==> src/rtl/ncl_sync_adder_env.sv <==
// ncl_sync_adder_env: clocked boundary between host logic and an NCL dual-rail ripple adder array.
// Launches NULL/DATA operand wavefronts, captures completed results, and watches for stuck phases.
module ncl_sync_adder_env #(
    parameter int N           = 4,
    parameter int SYNC_STAGES = 2,
    parameter int TIMEOUT     = 1024
) (
    input  logic           clk,
    input  logic           init,
    input  logic           in_valid,
    output logic           in_ready,
    input  logic [N-1:0]   in_a,
    input  logic [N-1:0]   in_b,
    input  logic           in_cin,
    output logic [2*N-1:0] A,
    output logic [2*N-1:0] B,
    output logic [1:0]     carryin,
    input  logic [N:0]     ack_in,
    input  logic [2*N-1:0] sum,
    input  logic [1:0]     carryout,
    output logic           sumCOMP,
    output logic           carryCOMP,
    output logic           out_valid,
    input  logic           out_ready,
    output logic [N:0]     out_sum,
    output logic           err
);
    localparam int W  = 3*N + 3;
    localparam int TW = $clog2(TIMEOUT);

    typedef enum logic {SRC_NULL, SRC_DATA} src_t;
    typedef enum logic [1:0] {SNK_WAIT_DATA, SNK_HOLD, SNK_WAIT_NULL} snk_t;

    src_t           src, src_next;
    snk_t           snk, snk_next;
    logic [W-1:0]   sync_q [SYNC_STAGES];
    logic [N:0]     ack_s;
    logic [2*N+1:0] rails_s;
    logic           complete, all_null, bad;
    logic [N:0]     val;
    logic           complete_q, null_q;
    logic [N:0]     val_q;
    logic [N-1:0]   op_a, op_b;
    logic           op_c;
    logic           pending, comp, chg, watch;
    logic [TW-1:0]  timer;

    function automatic logic [2*N-1:0] dual(input logic [N-1:0] v);
        dual = '0;
        for (int i = 0; i < N; i++) dual[2*i +: 2] = {v[i], ~v[i]};
    endfunction

    assign ack_s     = sync_q[SYNC_STAGES-1][N:0];
    assign rails_s   = sync_q[SYNC_STAGES-1][W-1:N+1];
    assign all_null  = rails_s == '0;
    assign sumCOMP   = comp;
    assign carryCOMP = comp;

    // Per-bit synchronization is safe because NCL rails only move monotonically within a phase.
    always_ff @(posedge clk) begin
        if (init) begin
            for (int s = 0; s < SYNC_STAGES; s++) sync_q[s] <= '0;
        end else begin
            sync_q[0] <= {carryout, sum, ack_in};
            for (int s = 1; s < SYNC_STAGES; s++) sync_q[s] <= sync_q[s-1];
        end
    end

    always_comb begin
        complete = 1'b1;
        bad      = 1'b0;
        val      = '0;
        for (int i = 0; i <= N; i++) begin
            complete = complete & (rails_s[2*i] ^ rails_s[2*i+1]);
            bad      = bad | (rails_s[2*i] & rails_s[2*i+1]);
            val[i]   = rails_s[2*i+1];
        end
    end

    always_comb begin
        in_ready  = !init && src == SRC_NULL && in_valid && ack_s == '0;
        src_next  = src == SRC_NULL ? (in_ready ? SRC_DATA : SRC_NULL) : (&ack_s ? SRC_NULL : SRC_DATA);
        snk_next  = snk == SNK_WAIT_DATA ? (complete_q ? SNK_HOLD : SNK_WAIT_DATA) :
                    snk == SNK_HOLD      ? (out_ready ? SNK_WAIT_NULL : SNK_HOLD) :
                                           (null_q ? SNK_WAIT_DATA : SNK_WAIT_NULL);
        out_valid = snk == SNK_HOLD;
        chg       = src_next != src || snk_next != snk;
        // An empty array is only suspicious while a launched wavefront is still owed to the sink.
        watch     = src == SRC_DATA || (snk == SNK_WAIT_DATA && pending) || snk == SNK_WAIT_NULL;
    end

    always_ff @(posedge clk) begin
        if (init) begin
            src        <= SRC_NULL;
            snk        <= SNK_WAIT_DATA;
            op_a       <= '0;
            op_b       <= '0;
            op_c       <= 1'b0;
            A          <= '0;
            B          <= '0;
            carryin    <= '0;
            complete_q <= 1'b0;
            null_q     <= 1'b0;
            val_q      <= '0;
            out_sum    <= '0;
            comp       <= 1'b0;
            pending    <= 1'b0;
            timer      <= '0;
            err        <= 1'b0;
        end else begin
            src        <= src_next;
            snk        <= snk_next;
            if (in_ready) {op_a, op_b, op_c} <= {in_a, in_b, in_cin};
            A          <= src == SRC_DATA ? dual(op_a) : '0;
            B          <= src == SRC_DATA ? dual(op_b) : '0;
            carryin    <= src == SRC_DATA ? {op_c, ~op_c} : 2'b00;
            complete_q <= complete;
            null_q     <= all_null;
            val_q      <= val;
            if (snk == SNK_WAIT_DATA && complete_q) out_sum <= val_q;
            comp       <= snk == SNK_WAIT_NULL;
            pending    <= in_ready || (pending && !(snk == SNK_WAIT_DATA && complete_q));
            timer      <= chg ? '0 : (timer == TW'(TIMEOUT-1) ? timer : timer + 1'b1);
            err        <= err || bad || (watch && !chg && timer == TW'(TIMEOUT-1));
        end
    end
endmodule
==> config.mk <==
export PLATFORM = sky130hd
export DESIGN_NAME = ncl_sync_adder_env
export DESIGN_NICKNAME = d
export VERILOG_FILES = /design/src/rtl/ncl_sync_adder_env.sv
export SDC_FILE = /design/constraint.sdc
export NUM_CORES = 1
export LEC_CHECK = 0
export CAP_MARGIN = 20
export CORE_UTILIZATION = 55
export CTS_BUF_LIST = sky130_fd_sc_hd__clkbuf_8
export DETAILED_ROUTE_END_ITERATION = 10
export PLACE_DENSITY = 0.89
export SETUP_SLACK_MARGIN = 0.5
export SLEW_MARGIN = 20
export SYNTH_ARGS = -nofsm -noshare
export SYNTH_HDL_FRONTEND = slang
export SYNTH_SLANG_ARGS = --single-unit
==> constraint.sdc <==
create_clock -name clk -period 3.6 [get_ports clk]
set_clock_uncertainty 0.2 [all_clocks]
set_input_delay 0.72 -clock clk [delete_from_list [all_inputs] [get_ports clk]]
set_output_delay 0.72 -clock clk [all_outputs]
set_load 0.01 [all_outputs]
==> results.json <==
{
  "initial_core_util": 0.569,
  "remaining_drc_errors": 0,
  "p_leak_nw": 1.51,
  "crit_arrival_ns": 2.13,
  "grt_pass1_vias": 1945,
  "path_common_cell": "clkdlybuf4s50_1",
  "cp-start-kind": "input port",
  "layout.cells.non_filler": 417,
  "dieArea_mm2": 0.00558,
  "antenna_found_initial": 0,
  "synthesis.area_mm2": 0.00291,
  "dr_total_vias": 2050,
  "placement_rows": 26,
  "synth_seq_cells": 85,
  "synth_edf_count": 0,
  "fillers": 374,
  "viasPerCell": 4.92,
  "dr.pass1.iters": 4,
  "hold_ws_ns": 0.232,
  "tritoncts": "built",
  "synth_common_cells": "85 x dfxtp_1, 34 x nor2_1, 33 x nor2b_1",
  "top_usage_layer": "met2",
  "synth_compound_area_frac": 0.0323,
  "critPathMaxStageDelay_ns": 0.54,
  "drtIter0Drc": 118,
  "cap_violations": 0,
  "cts-root-buf": "clkbuf_8",
  "async_reset_ff_frac": 0,
  "insertedDiodeCount": 0,
  "core_mm2": 0.00511,
  "clock_latency_ns": 0.34,
  "synth_top_area_share": 0.585,
  "grt_first_pass_wirelength_um": 8360,
  "status": "complete, no violations",
  "synth_most_common_cell": "dfxtp_1",
  "synthXorXnorAreaFrac": 0.00904,
  "routed_wl_um": 4900,
  "worst_pin_slew_ns": 0.601,
  "path_cells": "clkdlybuf4s50_1 -> nor4b_2 -> nand2_1 -> inv_2 -> clkdlybuf4s50_1",
  "tns_ns": 0,
  "postSynthAreaPerCell_um2": 10.1,
  "cts_buffers": 9,
  "met1_usage": 0.233,
  "synthMuxAreaShare": 0.0280,
  "io_pins": 56,
  "finalPower_mw": 1.75,
  "wl_per_cell_um": 11.8,
  "synthCells": 287,
  "portBuffers": 55,
  "finalCritPeriodShare": 0.848,
  "period_needed_ns": 3.05,
  "synth_ff_type": "dfxtp_1",
  "drtAntennaViolNets": 0,
  "peakVddDrop_mv": 0.300,
  "ys_top_cells_by_area": "dfxtp_1 59%, nor2b_1 7.1%, ha_1 4.7%",
  "synthesis.nets": 326,
  "gr-total-overflow": 0,
  "grt_max_degree": 60,
  "hpwl_um": 3420,
  "clock_path_buffers": 2,
  "holdBufCountCts": 0,
  "crit_required_ns": 2.68,
  "seq_area_frac_synth": 0.585,
  "maxSlewHeadroom": 0.599,
  "cp-end-kind": "output pin",
  "synth_top_family_by_area": "simple AND/OR/NAND/NOR gates",
  "yosys.area_share.simple": 0.259,
  "finalHoldViolations": 0,
  "globalRouteTotalUtil": 0.202,
  "ys_warn_count": 0,
  "max_freq_ghz": 0.327,
  "nets": 381,
  "setup_viol": 0,
  "dp_cells": 401,
  "clkTransAtPathRegs_ns": 0.07,
  "slowest_stage": "clkdlybuf4s50_1",
  "use_met2": 0.351,
  "finalMaxSlewViolations": 0,
  "path_class": "in -> out",
  "pwr_density_cell_mw_per_mm2": 474,
  "die_width_um": 74.7,
  "ys_types": 39,
  "die_y_um": 74.7,
  "worstHoldPathType": "reg -> reg",
  "cts-htree-levels": 3,
  "syn_to_final_growth_pct": 26.9,
  "drive_gt1_frac": 0.0663,
  "rsz0062_at_grt": "no",
  "place.gp.congestion": 0.828,
  "grt_use_met3": 0.0602,
  "synth_fa_ha_area_frac": 0.0473,
  "clock-sinks": 85,
  "synth.largest_area_cell": "dfxtp_1",
  "crit_path_max_fanout": 2
}
path summary, 6_finish.rpt:
kind / end / cells after the start / slack [ns] / from
setup / recovery: in_ready / 5 / 0.55 / in_valid
hold / removal: B[4] / 1 / 0.23 / op_b[2]
setup reg to reg: timer[5] / 5 / 1.66 / timer[0]
hold reg to reg: B[4] / 1 / 0.23 / op_b[2]
kinds of logic (layout without fill, tap and decap cells):
group | after synthesis | after routing
multiplexers | 8 | 8
AND/OR/NAND/NOR | 139 | 139
flip-flops | 85 | 85
AO/OA/AOI/OAI | 14 | 14
buffers and inverters | 27 | 87
adder cells (fa/ha/maj) | 11 | 11
XOR/XNOR | 3 | 3
per-stage QoR:
stage / cell area (um^2) / setup slack, ns / util
after floorplan: 2910 / 1.21 / -
after global placement: 3500 / 0.593 / 0.685
after detailed placement: 3500 / 0.506 / 0.685
after CTS: 3690 / 0.541 / 0.723
after global routing: 3690 / 0.526 / 0.723
final: 3690 / 0.545 / 0.723
cell type report:
| class | instances | area [um^2] | area share |
|---|---|---|---|
| multi-input combinational | 175 | 1100 | 0.298 |
| timing repair buffer | 58 | 568 | 0.154 |
| tap | 70 | 87.6 | 0.0237 |
| clock buffer | 10 | 138 | 0.0373 |
| inverter | 13 | 48.8 | 0.0132 |
| sequential | 85 | 1700 | 0.461 |
| clock inverter | 6 | 48.8 | 0.0132 |
sequential cells by signal, indices dropped and copies added, names as in the netlist, 2 cells and up:
register  cells
A             8
B             8
carryin       2
op_a          4
op_b          4
out_sum       5
snk           2
sync_q       30
timer        10
val_q         5
repair_timing:
| action | in CTS | in global routing |
|---|---|---|
| buffers inserted | 0 | 0 |
| gates resized for setup | 1 | 0 |
| setup endpoints to repair | 1 | 0 |
power by group:
part / internal (mW) / switching (mW) / leakage (nW)
logic: 0.0708 / 0.0530 / 0.703
registers: 0.979 / 0.0195 / 0.695
clock network: 0.328 / 0.298 / 0.113
total: 1.38 / 0.370 / 1.51
placed cells by master (no fill, tap or decap), types with 9 or more instances in the layout:
master / n
dfxtp_1: 85
clkdlybuf4s50_1: 54
nor2_1: 34
nor2b_1: 33
nand2_1: 25
inv_1: 17
ha_1: 11
clkbuf_8: 10
and2_1: 9
nand3b_1: 9
metal layers:
metal | routed length [um] | vias to the layer above | share of wire
met3 | 199 | 8 | 0.041
met4 | 59 | 0 | 0.012
met2 | 2470 | 50 | 0.50
li1 | - | 1036 | -
met1 | 2170 | 956 | 0.44
met5 | 0 | - | 0
worst max-delay path: cells and delay by family:
family / cells / cell delay [ns]
buffers and inverters: 3 / 1.09
AND/OR/NAND/NOR: 2 / 0.33
(Power assumes the default switching activity.)
